[src/rtl/core_arb_pkg.sv]
// core_arb_pkg: shared sizes, FSM states and one-hot helper for the memory arbiter
package core_arb_pkg;
  localparam int N_CORES = 16;
  localparam int IDX_W = 4;
  localparam int ADDR_W = 8;
  localparam int DATA_W = 16;
  typedef enum logic [1:0] {IDLE, BUSY, ACK} state_t;
  function automatic logic [N_CORES-1:0] onehot(input logic [IDX_W-1:0] i);
    return N_CORES'(1) << i;
  endfunction
endpackage

[src/rtl/core_mem_arbiter_rr_pick.sv]
// rr_pick: first eligible index scanning from ptr upward with wrap-around
module rr_pick
  import core_arb_pkg::*;
(
  input  logic [N_CORES-1:0] eligible,
  input  logic [IDX_W-1:0]   ptr,
  output logic               valid,
  output logic [IDX_W-1:0]   pick
);
  always_comb begin
    valid = 1'b0;
    pick = '0;
    for (int k = N_CORES - 1; k >= 0; k--)
      if (eligible[(int'(ptr) + k) % N_CORES]) begin
        valid = 1'b1;
        pick = IDX_W'((int'(ptr) + k) % N_CORES);
      end
  end
endmodule

[src/rtl/core_mem_arbiter.sv]
// core_mem_arbiter: round-robin sharing of one data-memory port among enabled cores
module core_mem_arbiter
  import core_arb_pkg::*;
(
  input  logic                      clk,
  input  logic                      reset,
  input  logic [N_CORES-1:0]        core_en,
  input  logic [N_CORES-1:0]        req,
  input  logic [N_CORES-1:0]        we,
  input  logic [N_CORES*ADDR_W-1:0] addr,
  input  logic [N_CORES*DATA_W-1:0] wdata,
  output logic [N_CORES-1:0]        grant,
  output logic [N_CORES-1:0]        ack,
  output logic [DATA_W-1:0]         rdata,
  output logic                      mem_req,
  output logic                      mem_we,
  output logic [ADDR_W-1:0]         mem_addr,
  output logic [DATA_W-1:0]         mem_wdata,
  input  logic [DATA_W-1:0]         mem_rdata,
  input  logic                      mem_ready,
  output logic                      busy,
  output logic [IDX_W-1:0]          owner
);
  state_t state;
  logic [IDX_W-1:0] ptr;
  logic [IDX_W-1:0] pick;
  logic valid;
  rr_pick u_pick (.eligible(req & core_en), .ptr(ptr), .valid(valid), .pick(pick));
  assign busy = state != IDLE;
  always_ff @(posedge clk) begin
    if (reset) begin
      state <= IDLE;
      ptr <= '0;
      owner <= '0;
      grant <= '0;
      ack <= '0;
      rdata <= '0;
      mem_req <= 1'b0;
      mem_we <= 1'b0;
      mem_addr <= '0;
      mem_wdata <= '0;
    end else begin
      case (state)
        IDLE: begin
          ack <= '0;
          if (valid) begin
            owner <= pick;
            grant <= onehot(pick);
            mem_we <= we[pick];
            mem_addr <= addr[pick*ADDR_W +: ADDR_W];
            mem_wdata <= wdata[pick*DATA_W +: DATA_W];
            mem_req <= 1'b1;
            ptr <= IDX_W'((int'(pick) + 1) % N_CORES);
            state <= BUSY;
          end
        end
        BUSY:
          if (mem_ready) begin
            rdata <= mem_rdata;
            ack <= onehot(owner);
            mem_req <= 1'b0;
            state <= ACK;
          end
        ACK: begin
          grant <= '0;
          ack <= '0;
          state <= IDLE;
        end
        default: state <= IDLE;
      endcase
    end
  end
endmodule

[config.mk]
export PLATFORM = sky130hd
export DESIGN_NAME = core_mem_arbiter
export DESIGN_NICKNAME = d
export VERILOG_FILES = /design/src/rtl/core_arb_pkg.sv /design/src/rtl/core_mem_arbiter_rr_pick.sv /design/src/rtl/core_mem_arbiter.sv
export SDC_FILE = /design/constraint.sdc
export NUM_CORES = 1
export LEC_CHECK = 0
export CORE_AREA = 2 2 207 209
export CTS_CLUSTER_SIZE = 30
export DETAILED_ROUTE_END_ITERATION = 12
export DIE_AREA = 0 0 209 211
export GPL_TIMING_DRIVEN = 0
export PLACE_DENSITY_LB_ADDON = 0.12
export SLEW_MARGIN = 20
export SYNTH_ARGS = -nofsm -noshare
export SYNTH_HDL_FRONTEND = slang
export SYNTH_HIERARCHICAL = 1
export SYNTH_SLANG_ARGS = --single-unit
[constraint.sdc]
create_clock -name clk -period 11.22 [get_ports clk]
set_input_delay 2.805 -clock clk [delete_from_list [all_inputs] [get_ports clk]]
set_output_delay 2.805 -clock clk [all_outputs]
set_load 0.05 [all_outputs]
==> metrics <==
peak fanout along the critical path 10; latest clock arrival within the worst-skew pair 0.36 ns; Max Cap Viol 0; Avg Cell Area, Syn 10.6 um^2; Root Driver clkbuf_16; vias in the first global route 9,675; Syn Nets 1,245; Leak 5.12 nW; R2R Setup Slk 3.86 ns; GRT Total Usage 23.5%; Avg Vias per Cell 5.03; Max H-tree Level 3; PD cells 443 nW/um^2; pin count of the biggest net entering global routing 17; Post-synth ARST share 0%; drt pass-1 iters 7; Slew Limit Headroom 28.2%; status finished, final reports clean; number of synthesized flops with an enable pin 0; DRC 0; Fmax achieved 0.124 GHz; WHS 0.455 ns; Num CTS Buffers 9; Die Span Y 211 um; Worst setup SP type input pin; critical path launch point req[8]; worst reg2reg path depth 17; Worst-Margin Slew 1.08 ns; Sum Neg Setup Slack 0 ns; CTS Buffer Depth 2; final wirelength 53,600 um; Worst EP arrival 8.28 ns; Cells after Synth 781; Area growth, synth to finish 75.9%; die extent in x 209 um; Core ar. 41,800 um^2; Final min period 8.06 ns; initial antenna violation count 32; Final Max Tran Viols 0; setup bufs post-CTS 0; Rows 75; first-pass GRT wire length 72,600 um; Final GP Congestion 0.877; Worst setup endpoint mem_addr[7]; Vias 9,420; DP Wirelength 45,700 um; synth unique cells 70; critical path class in -> reg; Congestion Overflow GR 0; sequential fraction of the synthesis area 20.2%; RSZ-0062 raised after global routing false; clock transition at the registers of the reported paths 0.08 ns; Final Hold Viols 0; layout cells sized above 1 14.5%; area of the mapped netlist 8310 um^2; CTS tree built; reg-to-reg endpoint mem_addr[7]; WL/cell 28.6 um; Port Buffers 529; maximum vdd drop 0.000392 V; #FFs+latches synth 84; Initial Util 19.9%; Yosys warning count 6; Worst Skew 0.0177 ns; fin nets 1,785; clock sinks 84; Synth Flop Type dfxtp_1; period utilization 71.9%; CP required 11.43 ns; CTS Hold Buffers Added 0; CP Capture Type flop; Antenna Violating Nets Remaining 0; # IOs 530; Critical R2R Launch ptr[0]; Hold Path Class reg -> reg; Post-CTS Resized 0; Post-Layout Cell Count 1,874; final setup vio count 0; number of DRC markers in iteration 0 817; die area 44,100 um^2; dpl cells 1,849
-- synthesized netlist by cell type, types with 12 or more instances --
library cell | instances | area [um^2]
a21oi_1 | 47 | 235
a32oi_1 | 12 | 105
and2_1 | 20 | 125
clkbuf_1 | 46 | 173
dfxtp_1 | 84 | 1680
ha_1 | 13 | 163
inv_1 | 13 | 48.8
mux2_2 | 17 | 191
mux2i_1 | 69 | 691
mux4_2 | 123 | 2770
nand2_1 | 57 | 214
nand3_1 | 34 | 170
nand3b_1 | 28 | 210
nor2_1 | 44 | 165
o221ai_1 | 28 | 245
-- critical path: stages --
cell and delay [ns]:
clkdlybuf4s50_1 0.39, and2_1 0.21, mux4_2 0.54, mux2i_1 0.47, mux2i_1 0.26, and2_1 0.23, o21ai_0 0.15, o31ai_1 0.10
o41ai_1 0.79, buf_2 0.38, clkbuf_1 0.74, mux4_2 0.43, mux2i_1 0.53, o221ai_1 0.22
-- state kept, by name (all words and copies together) (netlist names) --
| signal | flops |
|---|---|
| mem_req | 1 |
| rdata | 16 |
| ack | 16 |
| grant | 16 |
| ptr | 4 |
| owner | 4 |
| mem_wdata | 16 |
| mem_we | 1 |
| state | 2 |
| mem_addr | 8 |
-- layer usage --
layer	wire length, um	GRT usage, %	vias to the layer above
li1	-	-	4213
met1	21800	29.1	4719
met2	26900	40.4	399
met3	3830	6.44	63
met4	983	5.96	26
met5	152	0	-
-- how the worst min path moves through the flow --
stage | startpoint | cells after the start | slack (ns) | end
floorplan | ptr[3] | 2 | 0.47 | ptr[3]
finish | rdata[10] | 2 | 0.45 | rdata[10]
detailed placement | rdata[10] | 2 | 0.45 | rdata[10]
global placement | rdata[4] | 2 | 0.44 | rdata[4]
CTS | rdata[10] | 2 | 0.46 | rdata[10]
global route | rdata[4] | 2 | 0.48 | rdata[4]
-- power by group --
group,total (mW),internal [mW],leakage [nW],switching [mW]
clock network,0.340,0.183,0.152,0.157
logic,5.73,2.52,4.28,3.21
registers,0.413,0.368,0.686,0.0444
-- stage by stage --
stage	utilization, %	power, mW	worst slack, ns	instance area [um^2]
after global placement	34.2	6.25	2.57	14300
after global routing	35.0	6.88	2.94	14600
after floorplan	-	4.27	4.92	8310
after CTS	35.0	6.59	3.20	14600
after detailed placement	34.2	6.25	2.82	14300
final	35.0	6.49	3.16	14600
-- cells in the final DEF (no fill, tap or decap), types with 6 or more instances in the layout --
cell type / synthesis / layout
a21oi_1: 47 / 47
a22oi_1: 6 / 6
a32oi_1: 12 / 12
and2_1: 20 / 20
buf_2: 9 / 11
buf_4: 8 / 8
buf_6: 6 / 6
clkbuf_1: 46 / 43
clkbuf_16: 0 / 9
clkdlybuf4s50_1: 0 / 529
dfxtp_1: 84 / 84
diode_2: 0 / 9
ha_1: 13 / 13
inv_1: 13 / 13
mux2_2: 17 / 17
mux2i_1: 69 / 69
mux4_2: 123 / 123
nand2_1: 57 / 57
nand3_1: 34 / 34
nand3b_1: 28 / 28
nand4_1: 7 / 7
nor2_1: 44 / 44
nor2b_1: 7 / 7
o21ai_0: 8 / 8
o221ai_1: 28 / 28
xnor2_1: 8 / 8
-- cells by family (layout without fill, tap and decap cells) --
family	Yosys count	count (layout)	synth area share, %
AOI/OAI and AO/OA	146	146	12.4
DFF	84	84	20.2
buffers and inverters	89	634	5.06
muxes	217	217	45.3
other	0	9	0
and+or+nand+nor	219	219	13.7
adders and majority gates	13	13	1.96
xor gates and xnor gates	13	13	1.37
-- final cells by class --
| type | instances | area (um^2) |
|---|---|---|
| Multi-Input combinational cell | 608 | 6210 |
| Antenna cell | 9 | 22.5 |
| Sequential cell | 84 | 1680 |
| Inverter | 15 | 56.3 |
| Fill cell | 4212 | 27100 |
| Clock inverter | 6 | 75.1 |
| Tap cell | 539 | 674 |
| Buffer | 74 | 370 |
| Clock buffer | 10 | 239 |
| Timing Repair Buffer | 529 | 5300 |
Note: power is estimated with default switching activity, not from simulation.
